File: src/rtl/ram_port_arbiter_pkg.sv
// Shared definitions for the two-port RAM arbiter: port identifiers and default RAM geometry.
package ram_port_arbiter_pkg;

  localparam logic PORT_A = 1'b0;
  localparam logic PORT_B = 1'b1;

  localparam int RAM_AW = 12;
  localparam int RAM_DW = 8;

endpackage

File: src/rtl/ram_port_arbiter_arb2_starve.sv
// Two-way arbiter: round robin, or fixed A priority with a bounded-loss guard for B.
module arb2_starve
  import ram_port_arbiter_pkg::*;
#(
  parameter int RR_MODE    = 0,
  parameter int STARVE_MAX = 3
) (
  input  logic clock,
  input  logic reset,
  input  logic eligible_a,
  input  logic eligible_b,
  output logic grant,
  output logic grant_valid
);

  localparam int CW = (STARVE_MAX < 2) ? 1 : $clog2(STARVE_MAX + 1);
  localparam logic [CW-1:0] STARVE_LIM = CW'(STARVE_MAX);

  logic          last_grant;
  logic [CW-1:0] starve_cnt;

  always_comb begin
    grant_valid = eligible_a | eligible_b;
    grant       = PORT_A;
    if (eligible_a && eligible_b) begin
      if (RR_MODE != 0) begin
        grant = (last_grant == PORT_A) ? PORT_B : PORT_A;
      end else begin
        grant = (starve_cnt == STARVE_LIM) ? PORT_B : PORT_A;
      end
    end else if (eligible_b) begin
      grant = PORT_B;
    end
  end

  // Loss counter saturates at the limit so B is forced through exactly once per run of losses
  always_ff @(posedge clock) begin
    if (reset) begin
      last_grant <= PORT_B;
      starve_cnt <= '0;
    end else begin
      if (grant_valid) begin
        last_grant <= grant;
      end
      if (grant_valid && grant == PORT_B) begin
        starve_cnt <= '0;
      end else if (eligible_b && starve_cnt != STARVE_LIM) begin
        starve_cnt <= starve_cnt + 1'b1;
      end
    end
  end

endmodule

File: src/rtl/ram_port_arbiter.sv
// Shares one 1-cycle-latency single-port RAM between the Z80 bus (A) and a DMA/video engine (B).
module ram_port_arbiter
  import ram_port_arbiter_pkg::*;
#(
  parameter int AW         = RAM_AW,
  parameter int DW         = RAM_DW,
  parameter int RR_MODE    = 0,
  parameter int STARVE_MAX = 3
) (
  input  logic          clock,
  input  logic          reset,
  input  logic          a_req,
  input  logic          a_we,
  input  logic [AW-1:0] a_addr,
  input  logic [DW-1:0] a_wdata,
  output logic          a_ack,
  output logic          a_rvalid,
  output logic [DW-1:0] a_rdata,
  output logic          a_wait_n,
  input  logic          b_req,
  input  logic          b_we,
  input  logic [AW-1:0] b_addr,
  input  logic [DW-1:0] b_wdata,
  output logic          b_ack,
  output logic          b_rvalid,
  output logic [DW-1:0] b_rdata,
  output logic [AW-1:0] ram_addr,
  output logic [DW-1:0] ram_wdata,
  output logic          ram_we,
  input  logic [DW-1:0] ram_q
);

  logic          elig_a, elig_b;
  logic          grant, grant_valid;
  logic          sel_we;
  logic [AW-1:0] sel_addr;
  logic [DW-1:0] sel_wdata;
  logic          vld_p1;
  logic          rd_port_p1;

  // A port whose ack is showing is still holding the request it was just served for
  assign elig_a = a_req && !a_ack;
  assign elig_b = b_req && !b_ack;

  arb2_starve #(
    .RR_MODE   (RR_MODE),
    .STARVE_MAX(STARVE_MAX)
  ) u_arb (
    .clock      (clock),
    .reset      (reset),
    .eligible_a (elig_a),
    .eligible_b (elig_b),
    .grant      (grant),
    .grant_valid(grant_valid)
  );

  assign sel_we    = (grant == PORT_B) ? b_we    : a_we;
  assign sel_addr  = (grant == PORT_B) ? b_addr  : a_addr;
  assign sel_wdata = (grant == PORT_B) ? b_wdata : a_wdata;

  // Stage p0 -> p1: command issue to RAM, ack, and read tag
  always_ff @(posedge clock) begin
    if (reset) begin
      a_ack     <= 1'b0;
      b_ack     <= 1'b0;
      ram_we    <= 1'b0;
      ram_addr  <= '0;
      ram_wdata <= '0;
      vld_p1    <= 1'b0;
    end else begin
      a_ack  <= grant_valid && (grant == PORT_A);
      b_ack  <= grant_valid && (grant == PORT_B);
      ram_we <= grant_valid && sel_we;
      if (grant_valid) begin
        ram_addr  <= sel_addr;
        ram_wdata <= sel_wdata;
      end
      vld_p1 <= grant_valid && !sel_we;
    end
  end

  always_ff @(posedge clock) begin
    rd_port_p1 <= grant;
  end

  // Stage p1 -> p2: RAM data returns, steered by the tag
  always_ff @(posedge clock) begin
    if (reset) begin
      a_rvalid <= 1'b0;
      b_rvalid <= 1'b0;
    end else begin
      a_rvalid <= vld_p1 && (rd_port_p1 == PORT_A);
      b_rvalid <= vld_p1 && (rd_port_p1 == PORT_B);
    end
  end

  assign a_rdata  = ram_q;
  assign b_rdata  = ram_q;
  assign a_wait_n = !(a_req && !a_ack);

endmodule

File: config.mk
export PLATFORM = sky130hd
export DESIGN_NAME = ram_port_arbiter
export DESIGN_NICKNAME = d
export VERILOG_FILES = /design/src/rtl/ram_port_arbiter_pkg.sv /design/src/rtl/ram_port_arbiter_arb2_starve.sv /design/src/rtl/ram_port_arbiter.sv
export SDC_FILE = /design/constraint.sdc
export NUM_CORES = 1
export LEC_CHECK = 0
export ABC_AREA = 1
export ABC_CLOCK_PERIOD_IN_PS = 1300
export CORE_MARGIN = 2
export CORE_UTILIZATION = 34
export DETAILED_ROUTE_END_ITERATION = 8
export GPL_ROUTABILITY_DRIVEN = 0
export PLACE_DENSITY = 0.76
export SETUP_SLACK_MARGIN = 0.3
export SYNTH_ARGS = -nofsm -noshare
export SYNTH_HDL_FRONTEND = slang
export SYNTH_SLANG_ARGS = --single-unit
export TNS_END_PERCENT = 100
File: constraint.sdc
create_clock -name clock -period 1.3 [get_ports clock]
set_clock_uncertainty 0.1 [all_clocks]
set_input_delay 0.26 -clock clock [delete_from_list [all_inputs] [get_ports clock]]
set_output_delay 0.26 -clock clock [all_outputs]
set_load 0.005 [all_outputs]
; After elaboration in Yosys (flattened, before gate mapping)
; Cells that the tools add are included.
[classes]
addsub = 1
eq_ne = 2
bitwise = 3
mux = 6
n_mul = 0
n_shift = 0
n_lt_le_gt_ge = 0
reduce_logical = 15
div = 0
[ops]
columns = op, count
row1 = 12-bit 2-to-1 mux, 1
row2 = 1-bit logical AND, 10
row3 = 8-bit 2-to-1 mux, 1
row4 = 1-bit zero test, 4
row5 = 1-bit 2-to-1 mux, 4
row6 = "2-bit by 1-bit adder with 2-bit output, second input constant", 1
row7 = "2-bit equality test, second input constant", 1
row8 = "2-bit != test, second input constant", 1
row9 = 1-bit inverter, 2
row10 = 2-bit OR reduction, 1
row11 = 1-bit OR, 1
[totals]
word_cells = 37
romBits = 0
in_bits = 54
n_memories = 0
register_bits = 29
out_inout_bits = 42
latch_bits = 0
mem_bits_rw = 0

; Logic depth before layout (Yosys ltp)
[logic_depth]
word_depth = 7
mapped_depth = 8
depth_no_buf = 7

; Modules after synthesis
; Synthesis repeated with hierarchy kept, for this count alone.
[hier_totals]
hier_cells = 216
hier_area_um2 = 1440.1
[by_module_without_submodules]
columns = mod, cells_each, n_inst, area_per_inst_um2, seq_area_each_um2
row1 = ram_port_arbiter, 195, 1, 1313.8, 540.5
row2 = arb2_starve, 21, 1, 126.4, 40.0

; Worst setup path before layout
; Ideal clock, no wire load.
[synth_timing]
kind = reg-to-reg
startpoint = register u_arb.starve_cnt[0]
endpoint = register ram_addr[10]
arrival_ps = 1026
setup_time_ps = 112
setup_slack_ps = 62
path_stages_with_launch = 8
synth_period_minus_slack_ps = 1238
required_ps = 1088
path_buffers = 1
path_cell_list = dfxtp_1 -> ha_1 -> inv_1 -> nand3_2 -> buf_2 -> nand3_1 -> nand3_2 -> nand2_1
[synth_between]
elab_chain_len = 4
[synth_lines]
columns = item, line_no
row1 = start: declaration, ram_port_arbiter_arb2_starve.sv:20  ; logic [CW-1:0] starve_cnt;
row2 = start signal: assignment, ram_port_arbiter_arb2_starve.sv:48  ; starve_cnt <= starve_cnt + 1'b1;
row3 = 2-bit equality test, ram_port_arbiter_arb2_starve.sv:29  ; grant = (starve_cnt == STARVE_LIM) ? PORT_B : PORT_A;
row4 = 1-bit 2-to-1 mux, ram_port_arbiter_arb2_starve.sv:29
row5 = 1-bit 2-to-1 mux, ram_port_arbiter_arb2_starve.sv:25  ; if (eligible_a && eligible_b) begin
row6 = 12-bit 2-to-1 mux, ram_port_arbiter.sv:58  ; assign sel_addr = (grant == PORT_B) ? b_addr : a_addr;
row7 = end signal: assignment, ram_port_arbiter.sv:75  ; ram_addr <= sel_addr;
row8 = end: declaration, ram_port_arbiter.sv:27  ; output logic [AW-1:0] ram_addr,
; No other way between the ends.
; A chain may end at the register's enable or synchronous reset.

; Worst setup path after layout
[layout_timing]
startpoint = register a_ack
endpoint = register ram_addr[8]
[layout_between]
elab_chain_len = 5
elab_cells_between_ends = 6
classes_between = 2 x mux / 1 x bitwise / 3 x reduce/logical
[layout_lines]
columns = item, line_no
row1 = start: declaration, ram_port_arbiter.sv:16  ; output logic a_ack,
row2 = start signal: assignment, ram_port_arbiter.sv:71  ; a_ack <= grant_valid && (grant == PORT_A);
row3 = 1-bit zero test (*), ram_port_arbiter.sv:42  ; assign elig_a = a_req && !a_ack;
row4 = 1-bit logical AND (*), ram_port_arbiter.sv:42
row5 = 1-bit logical AND, ram_port_arbiter_arb2_starve.sv:25
row6 = 1-bit 2-to-1 mux, ram_port_arbiter_arb2_starve.sv:25
row7 = 12-bit 2-to-1 mux, ram_port_arbiter.sv:58
; Mark *: on every way between the ends. The rest lies on a longest branch, timed or not.

==> impl_metrics.json <==
{
  "maxSlewHeadroom": 0.767,
  "fin_total_pwr_w": 0.00262,
  "worst_pin_slew_ns": 0.349,
  "p_leak_nw": 1.46,
  "cts_hold_buffers": 0,
  "critPathLaunch": "a_ack",
  "hp-class": "reg -> reg",
  "synth_flop_cell": "dfxtp_1",
  "regArea_um2": 614,
  "avgRoutedWirePerCell_um": 13.2,
  "worst_path_largest_cell_delay_ns": 0.34,
  "yosysTopAreaCell": "dfxtp_1",
  "fin_nets": 368,
  "grt_pass1_wl_mm": 7.09,
  "drive_above_1_share": 0.514,
  "path_clk_slew_ns": 0.06,
  "yosysMostFrequentCell": "nand2_1",
  "synthCells": 232,
  "rows": 25,
  "diodes": 0,
  "numCtsBuffers": 5,
  "dp_worst_setup_slack_ns": -0.455,
  "fp.dieH_um": 74.0,
  "yosys_warnings": 0,
  "first_pass_iters": 4,
  "fin_util": 0.626,
  "insertion_delay_ns": 0.28,
  "slowest_stage": "dfxtp_2",
  "synth_top_area_share": 0.348,
  "io-pin-count": 96,
  "setup_viol": 17,
  "ant_nets": 0,
  "die_area_um2": 5480,
  "path_max_fanout": 8,
  "fin_ws_ns": -0.0421,
  "path_delay_family": "buffers and inverters",
  "rsz0062_at_grt": "true",
  "synth-async-reset-ratio": 0,
  "ys_seq_area_frac": 0.348,
  "numPortBuffers": 71,
  "grtUsageTotal": 0.170,
  "antenna_found_initial": 0,
  "final_cells": 380,
  "arrival_ns": 1.42,
  "drtIter0Drc": 47,
  "routed_via_density": 4.33,
  "overflow": 0,
  "root_buffer": "clkbuf_8",
  "synth-edff-count": 0,
  "drt-total-wl_mm": 5.00,
  "hpwl_mm": 2.88,
  "critPathLaunchType": "register",
  "hold_viol": 0,
  "synth_area_leaders": "dfxtp_1 35%, nand2_1 15%, inv_1 10%, nand3_1 9.6%, buf_4 7.2%",
  "fp.coreArea_um2": 4720,
  "grt_max_degree": 22,
  "status": "finished with violations",
  "cts_tree": "yes",
  "cp_data_required_time_ns": 1.38,
  "syn2layout_area_growth_pct": 77.4,
  "drc": 0,
  "avgSynthCellArea_um2": 7.19,
  "dpl.cell_count": 358,
  "path_buf_inv": 4,
  "hold_start": "rd_port_p1",
  "path_cells": "inv_2, buf_4, nand3_4, buf_12, buf_12, nand3_2, nand3_2, nand2_1",
  "reg2reg_from": "a_ack",
  "powerDensity_nw_per_um2": 884,
  "synth_cell_types": 18,
  "synth_fp_nets": 288,
  "grt_pass1_vias": 1496,
  "ys_top_cells_by_count": "67 x nand2_1, 46 x inv_1, 32 x nand3_1",
  "cap_violations": 0,
  "start_util": 0.353,
  "fin_crit_sh": 1.03,
  "max_freq_ghz": 0.745,
  "vias": 1644,
  "hold_slack_ns": 0.300,
  "h-tree-depth": 2,
  "syn_area_um2": 1670,
  "min_period_ns": 1.34,
  "clock-sinks": 29,
  "violations": "negative setup slack",
  "ir_worst_vdd_uv": 459,
  "crit_path_end_kind": "register",
  "path_class": "reg -> reg",
  "multiInputGateArea_um2": 1010,
  "cts.path.max_buffers": 2,
  "die_w_um": 74.0,
  "maxSlewViolCount": 0,
  "n_fill_cell": 401,
  "ys_ff_latch": 29
}
area by class of cell:
type,count,area share
Clock buffer,6,0.0245
Inverter,48,0.0609
Timing Repair Buffer,95,0.335
Multi-Input combinational cell,133,0.340
Sequential cell,29,0.208
Tap cell,67,0.0283
Clock inverter,2,0.00338
stage by stage:
step / cell area, um2 / TNS (ns)
final: 2960 / -0.256
after global routing: 2960 / -1.45
after CTS: 2580 / 0
after detailed placement: 2440 / -11.49
after global placement: 2440 / -10.20
after floorplan: 1720 / 0
power breakdown:
group / total (W) / internal (W) / switching, W / leakage (nW)
Sequential: 0.00103 / 0.000986 / 0.0000451 / 0.249
Combinational: 0.000872 / 0.000472 / 0.000400 / 1.16
Clock: 0.000714 / 0.000370 / 0.000344 / 0.0450
layout by cell type (no fill, tap or decap), drive strengths merged:
master / synthesis / final
nor2: 7 / 8
dlygate4sd2: 0 / 3
inv: 48 / 48
xor2: 1 / 1
ha: 2 / 2
nand3: 43 / 43
clkdlybuf4s50: 0 / 42
nand2: 71 / 74
a21oi: 4 / 4
dfxtp: 29 / 29
o21ai: 1 / 1
clkbuf: 0 / 8
buf: 26 / 48
clkinv: 0 / 2
flip-flops by register name (all words and copies together), names as in the netlist:
register / flops
ram_addr: 12
ram_wdata: 8
u_arb.starve_cnt: 2
a_ack: 1
a_rvalid: 1
b_ack: 1
b_rvalid: 1
ram_we: 1
rd_port_p1: 1
vld_p1: 1
path summary, 6_finish.rpt:
check,endpoint,slack (ns),depth (start not counted)
worst max-delay path,ram_addr[8],-0.04,8
worst min-delay path,a_rvalid,0.30,1
worst max register to register,ram_addr[8],-0.04,8
worst min register to register,a_rvalid,0.30,1
cell families (layout without fill, tap and decap cells):
| family | Yosys count | count (layout) | synth area share |
|---|---|---|---|
| xor gates and xnor gates | 1 | 1 | 0.00525 |
| adders and majority gates | 2 | 2 | 0.0150 |
| DFF | 29 | 29 | 0.348 |
| buffers and inverters | 74 | 151 | 0.240 |
| AOI/OAI and AO/OA | 5 | 5 | 0.0218 |
| and+or+nand+nor | 121 | 125 | 0.370 |
routing by layer:
metal  track usage  vias to the layer above  share of wire
met4        0.0465                        0          0.013
met1         0.211                      728           0.41
met2         0.285                       65           0.50
li1              -                      840              -
met3        0.0515                       11          0.076
met5             0                        -              0
repair_timing:
action	CTS	global route
gates resized for setup	144	53
endpoints found under the setup margin	54	53
gates cloned	2	5
buffers inserted	3	4
pin swaps	4	29
Note: power is estimated with default switching activity, not from simulation.
